<file path="config.mk">
export PLATFORM = sky130hd
export DESIGN_NAME = hazard_scoreboard_flat
export DESIGN_NICKNAME = d
export VERILOG_FILES = /design/src/rtl/hazard_scoreboard_if.sv /design/src/rtl/hazard_scoreboard.sv /design/src/flat_wrapper.sv
export SDC_FILE = /design/constraint.sdc
export NUM_CORES = 1
export LEC_CHECK = 0
export ABC_CLOCK_PERIOD_IN_PS = 4000
export CORE_MARGIN = 2
export CORE_UTILIZATION = 58
export DETAILED_ROUTE_END_ITERATION = 8
export HOLD_SLACK_MARGIN = 0.15
export PLACE_DENSITY_LB_ADDON = 0.12
export SLEW_MARGIN = 20
export SYNTH_ARGS = -nofsm -noshare
export SYNTH_HDL_FRONTEND = slang
export SYNTH_SLANG_ARGS = --single-unit
</file>
<file path="constraint.sdc">
create_clock -name clk -period 4 [get_ports clk]
set_input_delay 1 -clock clk [delete_from_list [all_inputs] [get_ports clk]]
set_output_delay 1 -clock clk [all_outputs]
set_load 0.01 [all_outputs]
</file>
<file path="src/rtl/hazard_scoreboard_if.sv">
// ID-stage issue/hazard signal bundle for hazard_scoreboard.
interface hazard_scoreboard_if #(
  parameter int unsigned REG_ADDR_W = 4
);
  logic                  id_valid;
  logic [REG_ADDR_W-1:0] src1;
  logic [REG_ADDR_W-1:0] src2;
  logic                  two_src;
  logic [REG_ADDR_W-1:0] dest;
  logic                  wb_en;
  logic                  mem_ren;
  logic                  forward_en;
  logic                  freeze;
  logic                  id_kill;
  logic                  hazard;
  logic                  issue_fire;
  logic                  busy;

  modport master (
    output id_valid, src1, src2, two_src, dest, wb_en, mem_ren,
           forward_en, freeze, id_kill,
    input  hazard, issue_fire, busy
  );

  modport slave (
    input  id_valid, src1, src2, two_src, dest, wb_en, mem_ren,
           forward_en, freeze, id_kill,
    output hazard, issue_fire, busy
  );
endinterface

</file>
<file path="src/rtl/hazard_scoreboard.sv">
// Per-register countdown scoreboard for ID-stage RAW hazard detection.
// Optional HAZARD_SCOREBOARD_PERF_EN adds stall_cycles / issue_count counters.
module hazard_scoreboard #(
  parameter int unsigned REG_ADDR_W = 4,
  parameter int unsigned LOAD_LAT   = 1,
  parameter int unsigned WB_DIST    = 2,
  parameter int unsigned CNT_W      = 2
) (
  input  logic                clk,
  input  logic                rst,
  hazard_scoreboard_if.slave  bus
`ifdef HAZARD_SCOREBOARD_PERF_EN
  ,
  output logic [31:0]         stall_cycles,
  output logic [31:0]         issue_count
`endif
);

  localparam int unsigned     NREG       = 1 << REG_ADDR_W;
  localparam logic [CNT_W-1:0] LOAD_LAT_C = CNT_W'(LOAD_LAT);
  localparam logic [CNT_W-1:0] WB_DIST_C  = CNT_W'(WB_DIST);

  logic [CNT_W-1:0] cnt_q [NREG];
  logic [CNT_W-1:0] cnt_d [NREG];
  logic [CNT_W-1:0] load_val;
  logic             hazard;
  logic             issue_fire;
  logic             busy;
  logic             src1_pend;
  logic             src2_pend;

  // Checks use pre-update counts, so an instruction never waits on its own dest.
  always_comb begin
    src1_pend  = (cnt_q[bus.src1] != '0);
    src2_pend  = bus.two_src && (cnt_q[bus.src2] != '0);
    hazard     = bus.id_valid && !bus.id_kill && (src1_pend || src2_pend);
    issue_fire = bus.id_valid && !bus.id_kill && !bus.freeze && !hazard;
  end

  always_comb begin
    busy = 1'b0;
    for (int unsigned r = 0; r < NREG; r++) begin
      busy = busy | (cnt_q[r] != '0);
    end
  end

  always_comb begin
    if (!bus.forward_en) begin
      load_val = WB_DIST_C;
    end else if (bus.mem_ren) begin
      load_val = LOAD_LAT_C;
    end else begin
      load_val = '0;
    end
  end

  // A new issue to dest overrides the decrement of that register.
  always_comb begin
    for (int unsigned r = 0; r < NREG; r++) begin
      cnt_d[r] = cnt_q[r];
      if (!bus.freeze) begin
        if (cnt_q[r] != '0) begin
          cnt_d[r] = cnt_q[r] - CNT_W'(1);
        end
        if (issue_fire && bus.wb_en && (bus.dest == REG_ADDR_W'(r))) begin
          cnt_d[r] = load_val;
        end
      end
    end
  end

  always_ff @(posedge clk) begin
    if (!rst) begin
      for (int unsigned r = 0; r < NREG; r++) begin
        cnt_q[r] <= '0;
      end
    end else begin
      for (int unsigned r = 0; r < NREG; r++) begin
        cnt_q[r] <= cnt_d[r];
      end
    end
  end

  assign bus.hazard     = hazard;
  assign bus.issue_fire = issue_fire;
  assign bus.busy       = busy;

`ifdef HAZARD_SCOREBOARD_PERF_EN
  logic [31:0] stall_q, stall_d;
  logic [31:0] issue_q, issue_d;

  always_comb begin
    stall_d = stall_q;
    if (hazard && !bus.freeze && (stall_q != '1)) begin
      stall_d = stall_q + 32'd1;
    end
    issue_d = issue_q + {31'd0, issue_fire};
  end

  always_ff @(posedge clk) begin
    if (!rst) begin
      stall_q <= '0;
      issue_q <= '0;
    end else begin
      stall_q <= stall_d;
      issue_q <= issue_d;
    end
  end

  assign stall_cycles = stall_q;
  assign issue_count  = issue_q;
`endif

endmodule

</file>
<file path="src/flat_wrapper.sv">
// flat-port wrapper written by rule: the top's interface ports become plain ports
module hazard_scoreboard_flat 
#(
  parameter int unsigned REG_ADDR_W = 4,
  parameter int unsigned LOAD_LAT   = 1,
  parameter int unsigned WB_DIST    = 2,
  parameter int unsigned CNT_W      = 2
)
  (clk, rst, bus_id_valid, bus_src1, bus_src2, bus_two_src, bus_dest, bus_wb_en, bus_mem_ren, bus_forward_en, bus_freeze, bus_id_kill, bus_hazard, bus_issue_fire, bus_busy);
  hazard_scoreboard_if #(.REG_ADDR_W(REG_ADDR_W)) bus_i ();
  input  logic clk;
  input  logic rst;
  input wire logic [$bits(bus_i.id_valid)-1:0] bus_id_valid;
  input wire logic [$bits(bus_i.src1)-1:0] bus_src1;
  input wire logic [$bits(bus_i.src2)-1:0] bus_src2;
  input wire logic [$bits(bus_i.two_src)-1:0] bus_two_src;
  input wire logic [$bits(bus_i.dest)-1:0] bus_dest;
  input wire logic [$bits(bus_i.wb_en)-1:0] bus_wb_en;
  input wire logic [$bits(bus_i.mem_ren)-1:0] bus_mem_ren;
  input wire logic [$bits(bus_i.forward_en)-1:0] bus_forward_en;
  input wire logic [$bits(bus_i.freeze)-1:0] bus_freeze;
  input wire logic [$bits(bus_i.id_kill)-1:0] bus_id_kill;
  output wire logic [$bits(bus_i.hazard)-1:0] bus_hazard;
  output wire logic [$bits(bus_i.issue_fire)-1:0] bus_issue_fire;
  output wire logic [$bits(bus_i.busy)-1:0] bus_busy;
  assign bus_i.id_valid = bus_id_valid;
  assign bus_i.src1 = bus_src1;
  assign bus_i.src2 = bus_src2;
  assign bus_i.two_src = bus_two_src;
  assign bus_i.dest = bus_dest;
  assign bus_i.wb_en = bus_wb_en;
  assign bus_i.mem_ren = bus_mem_ren;
  assign bus_i.forward_en = bus_forward_en;
  assign bus_i.freeze = bus_freeze;
  assign bus_i.id_kill = bus_id_kill;
  assign bus_hazard = bus_i.hazard;
  assign bus_issue_fire = bus_i.issue_fire;
  assign bus_busy = bus_i.busy;
  hazard_scoreboard #(.REG_ADDR_W(REG_ADDR_W), .LOAD_LAT(LOAD_LAT), .WB_DIST(WB_DIST), .CNT_W(CNT_W)) u_core (.clk(clk), .rst(rst), .bus(bus_i));
endmodule
</file>
### Word level (Yosys, flattened, before mapping)

Memories as Yosys holds them, arrays and structs flattened.
Cells that the tools add are included.

| word-level totals | value |
|---|---|
| input port bits | 21 |
| register bits | 0 |
| bits in latches | 0 |
| bits in read-only memories | 0 |
| memories | 1 |
| output and inout port bits | 3 |
| logic and storage cells | 176 |
| memory bits (writable) | 32 |

Memories:

| name | depth | bits a word | read ports | clocked after Yosys merged registers in | wr ports | RTL line | text |
|---|---|---|---|---|---|---|---|
| u_core.cnt_q | 16 | 2 | 18 | 0 | 16 | hazard_scoreboard.sv:23 | `logic [CNT_W-1:0] cnt_q [NREG];` |

| operators by class | value |
|---|---|
| magnitude comparators | 0 |
| $mul | 0 |
| bitwise logic cells | 31 |
| shift-type cells | 0 |
| div/mod/pow operators | 0 |
| muxes and demuxes | 68 |
| reductions and logical operators | 45 |
| add/sub/neg operators | 16 |
| equality and inequality tests | 15 |

Operator list:

| operator | count |
|---|---|
| $mux 2 | 65 |
| $reduce_bool 2->1 | 18 |
| $eq 4x4->1 const B | 8 |
| $sub 2x1->2 const B | 16 |
| $or 1x1->1 | 31 |
| $logic_and 1x1->1 | 22 |
| $eq 4x3->1 const B | 4 |
| $eq 4x2->1 const B | 2 |
| $eq 4x1->1 const B | 1 |
| $logic_not 4->1 | 1 |
| $logic_not 1->1 | 3 |
| $mux 1 | 3 |
| $logic_or 1x1->1 | 1 |

### Logic depth before layout (Yosys ltp)

Gate-level depths: netlist of run 1.
An unclocked memory read counts as a cell.

| logic depth | value |
|---|---|
| word-level depth | 17 |
| gate-level depth with buffers | 10 |
| mapped depth without buffers | 7 |

### Worst setup path after synthesis of run 1

No wires, ideal clock.

| timing | value |
|---|---|
| path kind | input-to-output |
| start | in bus_src1[0] |
| end | out bus_hazard |
| buffers on the path | 2 |
| arrival time | 2.759 ns |
| stages | 7 |
| data required time | 3.000 ns |
| path slack | 0.241 ns |
| cell sequence | mux4_2 and3_1 or4_1 buf_6 and2_4 buf_6 nor2_1 |

| on the way | value |
|---|---|
| longest elaborated chain between the ends | 4 |

Ends and longest elaborated chain:

| what | RTL line | text |
|---|---|---|
| start: declaration | flat_wrapper.sv:14 | `input wire logic [$bits(bus_i.src1)-1:0] bus_src1;` |
| $mem_v2 16x2 | -- |  |
| $reduce_bool 2->1 | hazard_scoreboard.sv:34 | `src1_pend = (cnt_q[bus.src1] != '0);` |
| $logic_or 1x1->1 | hazard_scoreboard.sv:36 | `hazard = bus.id_valid && !bus.id_kill && (src1_pend \|\| src2_pend);` |
| $logic_and 1x1->1 | hazard_scoreboard.sv:36 |  |
| end: declaration | flat_wrapper.sv:23 | `output wire logic [$bits(bus_i.hazard)-1:0] bus_hazard;` |

No other way between the ends.

### Worst setup path after layout of run 1

| timing | value |
|---|---|
| start | in bus_src1[2] |
| end | out bus_issue_fire |

| on the way | value |
|---|---|
| longest elaborated chain between the ends | 6 |

Ends and longest elaborated chain:

| what | RTL line | text |
|---|---|---|
| $mem_v2 16x2 | -- |  |
| $reduce_bool 2->1 | hazard_scoreboard.sv:34 |  |
| $logic_or 1x1->1 | hazard_scoreboard.sv:36 |  |
| $logic_and 1x1->1 | hazard_scoreboard.sv:36 |  |
| $logic_not 1->1 | hazard_scoreboard.sv:37 | `issue_fire = bus.id_valid && !bus.id_kill && !bus.freeze && !hazard;` |
| $logic_and 1x1->1 | hazard_scoreboard.sv:37 |  |
| end: declaration | flat_wrapper.sv:24 | `output wire logic [$bits(bus_i.issue_fire)-1:0] bus_issue_fire;` |

No other way between the ends.

==> results.toml, run 1 <==
[placement]
dp_hpwl_mm = 5.400
dpl-instance-area_um2 = 2994
place_congestion = 0.8924
port_buffers = 23

[sta]
setup_violations = 0
period_minus_slack_ns = 3.960
hold_viol_final = 0
fmax_mhz = 252.5
rsz0062_at_grt = "yes"
worstMarginPinSlew_ns = 0.5796
slew_headroom = 0.6122
clock_skew_ns = 0.008845
period_share = 0.9901
maxSlewViolCount = 0

[synthesis]
synth_ff_type = "dfxtp_1"
syn-cell-area_um2 = 2656
synth_area_leaders = "dfxtp_1 24%, mux2i_1 9.4%, ha_1 7.5%, nor2_1 5.9%, inv_1 5.2%"
ys_seq_area_frac = 0.2412
synth_cell_type_count = 45
synth_edf_count = 0
synth_area_leader_cell = "dfxtp_1"
synth_nets = 382
netlist.area_leader.share = 0.2412
post_synth.cell_area_avg_um2 = 7.699
syn_inst = 345
synthTopCellsByCount = "42 x nor2_1, 37 x inv_1, 32 x dfxtp_1, 25 x mux2i_1, 25 x nand2_1"
synth-seq-cells = 32
synth_most_common_cell = "nor2_1"
ys_async_sr_fraction = 0
ys_warn_count = 0

[final_layout]
regMostFlops = "u_core.cnt_q"
nFillCells = 363
n_antenna_cell = 0
drive_above_1_share = 0.1008
nets = 413
largest_register_ff_count = 32
largestRegisters = "u_core.cnt_q: 32 flops"
area_growth_pct = 17.33
fin_area_um2 = 3117

[worst_setup_path]
critical_path_arrival_ns = 2.96
worstPathRequired_ns = 3.00
cp_slowest_cell = "clkdlybuf4s50_1"
startpoint_type = "input port"
critPathTopFamily = "buffers and inverters"
end_kind = "primary output"
critical_path_class = "in2out"
crit_top_cell = "and3_1"
crit_fanout = 2
cpPeakStageDelay_ns = 0.49
path_cells = "clkdlybuf4s50_1 -> mux4_2 -> and3_1 -> or4_4 -> buf_4 -> and3_1 -> clkdlybuf4s15_1"
critPathBufInv = 3

[detailed_routing]
wl_per_cell_um = 16.83
vias = 2670
route.detailed.drc = 0
drt_pass1_iterations = 4
wl_mm = 7.220
viasPerCell = 6.224
drt_iter0_drc = 373
final_antenna_net_count = 0

[clocking]
cts_max_level = 2
clk_path_buf_depth = 2
ctsHoldBuffers = 0
clock-sinks = 32
clk_latency_ns = 0.29
clk_pin_slew_ns = 0.07
numCtsBuffers = 5
root_buffer = "clkbuf_8"
cts_tree = "done"

[floorplanning]
fp.coreArea_um2 = 4384
pin_count = 24
initial_utilization = 0.6059
fp.dieH_um = 71.68
rows = 24
die-area_um2 = 5137
die_w_um = 71.68

[run]
maxCapViolations = 0

[grt]
grt_pass1_wl_mm = 11.65
antenna_found_initial = 0
overflow = 0
track_usage = 0.2926
grt_pass1_vias = 2359
grt_start_max_net_pins = 41

[power]
total_power_mw = 1.059
power_density_nw_per_um2 = 339.9
peakVddDrop_mv = 0.2455
p_leak_nw = 1.297

[outcome]
outcome = "complete, no violations"

[hold_path]
hp-class = "reg2reg"
==> where the power goes <==
part	switching, mW	internal (mW)
clock network	0.132	0.220
logic	0.183	0.155
registers	0.0255	0.344
total	0.340	0.719
==> cells by family after synthesis <==
family	Yosys count	share of synthesized area
muxes	29	0.1295
buffers and inverters	51	0.07866
AOI/OAI and AO/OA	77	0.1912
DFF	32	0.2412
adders and majority gates	16	0.07536
and+or+nand+nor	132	0.2577
xor gates and xnor gates	8	0.02638
==> cell type report <==
type | instances | area (um^2) | share of cell area
clock buffer | 7 | 96.34 | 0.03091
clock inverter | 1 | 30.03 | 0.009635
inverter | 37 | 138.9 | 0.04456
multi-input combinational | 262 | 1810 | 0.5809
sequential | 32 | 640.6 | 0.2055
tap | 52 | 65.06 | 0.02088
timing repair buffer | 38 | 335.3 | 0.1076
==> path summary, 6_finish.rpt <==
check                           start             endpoint  slack, ns  depth (start not counted)
hold / removal    u_core.cnt_q[15][1]  u_core.cnt_q[15][1]       0.52                          2
setup reg to reg  u_core.cnt_q[14][0]  u_core.cnt_q[13][0]       1.43                          9
setup / recovery          bus_src1[2]       bus_issue_fire       0.04                          7
hold reg to reg   u_core.cnt_q[15][1]  u_core.cnt_q[15][1]       0.52                          2
==> metrics by stage <==
step / util / setup TNS, ns / instances / hold slack [ns] / worst slack (ns)
2_1_floorplan: - / 0 / 345 / 0.4772 / 0.2408
3_3_place_gp: 0.6829 / -0.9062 / 421 / 0.5045 / -0.4709
3_5_place_dp: 0.6829 / -0.9132 / 421 / 0.5069 / -0.4681
4_1_cts: 0.7118 / 0 / 429 / 0.5167 / 0.03176
5_1_grt: 0.7109 / -0.02079 / 429 / 0.5475 / -0.02079
6_report: 0.7109 / 0 / 429 / 0.5194 / 0.03979
==> layout by cell type (no fill, tap or decap), types with 2 or more instances in the layout <==
cell type        instances
a211o_1                  2
a211oi_1                 5
a21oi_1                 20
a22oi_1                  4
a311oi_1                 2
a31oi_1                  2
and3_1                   2
buf_4                   15
clkbuf_8                 7
clkdlybuf4s50_1         19
dfxtp_1                 32
dlygate4sd2_1            2
ha_1                    16
inv_1                   37
mux2i_1                 25
mux4_2                   3
nand2_1                 25
nand2_4                  5
nand2b_1                 5
nand3_1                 11
nand4_1                  7
nor2_1                  42
nor2b_1                  2
nor3_1                  16
nor3b_1                  4
nor4_1                   5
nor4b_1                  2
o211a_1                  3
o211ai_1                 8
o21ai_0                 22
xnor2_1                  8
==> layer usage <==
layer	share of wire	up-vias	wire length [um]	global-route usage
li1	-	1302	-	-
met1	0.43	1266	3107	0.3841
met2	0.46	83	3351	0.4722
met3	0.076	19	552	0.05907
met4	0.029	0	208	0.1153
met5	0	-	0	0
==> worst register-to-register path: stages (launching register included) <==
cell,delay [ns]
dfxtp_1,0.39
nor2_1,0.12
mux4_2,0.46
and3_1,0.19
or4_4,0.48
buf_4,0.15
buf_4,0.16
nand4b_1,0.21
mux2i_1,0.22
o211a_1,0.16
==> repair_timing <==
item	CTS	global route
gates resized for setup	6	3
pin swaps	0	0
cloned	0	0
setup endpoints to repair	2	2
buffers inserted	0	0
hold endpoints to repair	0	0
No activity file was read; power rests on OpenSTA's default activity.
==> run 2, diff against run 1 <==
- CAP_MARGIN: default -> 20
==> results of run 2 <==
Final layout, timing and power as in run 1 (identical DEF).
==> run 3, diff against run 2 <==
- CORE_MARGIN: 2 -> 4
==> results.toml, run 3 (synthesis results as in run 1) <==
[worst_setup_path]
critical_path_arrival_ns = 2.91
crit_end = "bus_issue_fire"
crit_fanout = 2
rr_endpoint = "u_core.cnt_q[13][0]"
rr_worst_depth = 9
critPathLaunch = "bus_src2[2]"
startpoint_type = "input port"
critical_path_class = "in2out"
r2r-start = "u_core.cnt_q[15][0]"
reg2reg_setup_slack_ns = 1.44
end_kind = "primary output"
worstPathRequired_ns = 3.00

[detailed_routing]
wl_mm = 7.219
route.detailed.drc = 0
drt_pass1_iterations = 5
viasPerCell = 6.256
drt_iter0_drc = 319
vias = 2715
final_antenna_net_count = 0
wl_per_cell_um = 16.63

[grt]
grt_pass1_vias = 2357
grt_pass1_wl_mm = 11.69
antenna_found_initial = 0
overflow = 0
track_usage = 0.2701
grt_start_max_net_pins = 41

[final_layout]
nets = 418
largestRegisters = "u_core.cnt_q: 32 flops"
drive_above_1_share = 0.1257
layout_common_cells = "42 x nor2_1, 36 x inv_1, 32 x dfxtp_1"
regMostFlops = "u_core.cnt_q"
seqCellArea_um2 = 640.6
fin_area_um2 = 3191
area_growth_pct = 20.11
multiInputGateArea_um2 = 1834
nFillCells = 350
largest_register_ff_count = 32
n_antenna_cell = 0
final_common_cell = "nor2_1"

[floorplanning]
rows = 24
fp.coreArea_um2 = 4384
die-area_um2 = 5727
die_w_um = 75.68
initial_utilization = 0.6059
pin_count = 24
fp.dieH_um = 75.68

[run]
maxCapViolations = 0

[sta]
clock_skew_ns = 0.01368
period_share = 0.9771
maxSlewViolCount = 0
worstMarginPinSlew_ns = 0.5291
setup_ws_ns = 0.09159
rsz0062_at_grt = "no"
hold_viol_final = 0
setup_violations = 0
slew_headroom = 0.6466
fmax_mhz = 255.9
period_minus_slack_ns = 3.908

[placement]
port_buffers = 23
place_congestion = 0.8995
dp_hpwl_mm = 5.303
pre_cts_ws_ns = -0.5250
dpl-instance-area_um2 = 3002

[clocking]
root_buffer = "clkbuf_8"
clk_latency_ns = 0.30
numCtsBuffers = 5
ctsHoldBuffers = 0
cts_tree = "done"
clk_pin_slew_ns = 0.07
clk_path_buf_depth = 2
cts_max_level = 2
clock-sinks = 32

[hold_path]
hp-class = "reg2reg"

[outcome]
outcome = "complete, no violations"

[power]
p_leak_nw = 1.364
power_density_nw_per_um2 = 333.6
peakVddDrop_mv = 0.2102
-- run 3: changes by cell type in the layout (fill, tap and decap cells not counted), moves of 2 or more --
cell             delta
buf_6               +2
a211oi_1            -2
a211oi_2            +2
buf_4               +3
clkdlybuf4s50_1     -4
dlygate4sd2_1       +2
dlymetal6s2s_1      +3
-- run 3: layout make-up --
class,instances,share of cell area
multi-input combinational,262,0.5749
clock inverter,1,0.009412
tap,52,0.02039
timing repair buffer,43,0.1208
clock buffer,7,0.03020
sequential,32,0.2008
inverter,37,0.04353
-- run 3: worst min-delay path by stage --
| stage | start | end | slack (ns) | cells after the start |
|---|---|---|---|---|
| 2_1_floorplan | u_core.cnt_q[14][1] | u_core.cnt_q[14][1] | 0.48 | 2 |
| 6_report | u_core.cnt_q[13][1] | u_core.cnt_q[13][1] | 0.52 | 2 |
| 5_1_grt | u_core.cnt_q[14][1] | u_core.cnt_q[14][1] | 0.56 | 2 |
| 3_3_place_gp | u_core.cnt_q[15][1] | u_core.cnt_q[15][1] | 0.51 | 2 |
| 3_5_place_dp | u_core.cnt_q[14][1] | u_core.cnt_q[14][1] | 0.52 | 2 |
| 4_1_cts | u_core.cnt_q[14][1] | u_core.cnt_q[14][1] | 0.52 | 2 |
-- run 3: routing by layer --
layer / share of wire / track usage / up-vias
li1: - / - / 1309
met1: 0.43 / 0.3598 / 1268
met2: 0.47 / 0.4458 / 115
met3: 0.077 / 0.05013 / 23
met4: 0.023 / 0.07961 / 0
met5: 0 / 0 / -
-- run 3: worst max-delay path, stage by stage --
cell	delay, ns
clkdlybuf4s50_1	0.43
inv_2	0.08
mux4_1	0.56
nand3_1	0.12
o2111ai_2	0.13
buf_4	0.17
and3_1	0.13
dlygate4sd2_1	0.28
-- run 3: report_power, final --
group          internal [mW]  switching (mW)
clock                  0.220           0.132
combinational          0.160           0.185
sequential             0.344          0.0237
total                  0.724           0.340
-- run 3: what timing repair did --
| action | in CTS | in global routing |
|---|---|---|
| pin swaps | 1 | 1 |
| gates cloned | 0 | 0 |
| buffers inserted | 4 | 0 |
| gates resized for setup | 10 | 10 |
| setup endpoints to repair | 2 | 2 |
-- run 3: stage by stage --
step / std cells / hold WS, ns / TNS [ns] / power, mW / utilization
2_1_floorplan: 345 / 0.4772 / 0 / 0.5873 / -
3_3_place_gp: 422 / 0.5060 / -1.018 / 0.6942 / 0.6846
3_5_place_dp: 422 / 0.5150 / -1.029 / 0.7036 / 0.6846
4_1_cts: 434 / 0.5236 / 0 / 1.061 / 0.7235
5_1_grt: 434 / 0.5574 / 0 / 1.116 / 0.7277
6_report: 434 / 0.5208 / 0 / 1.064 / 0.7277
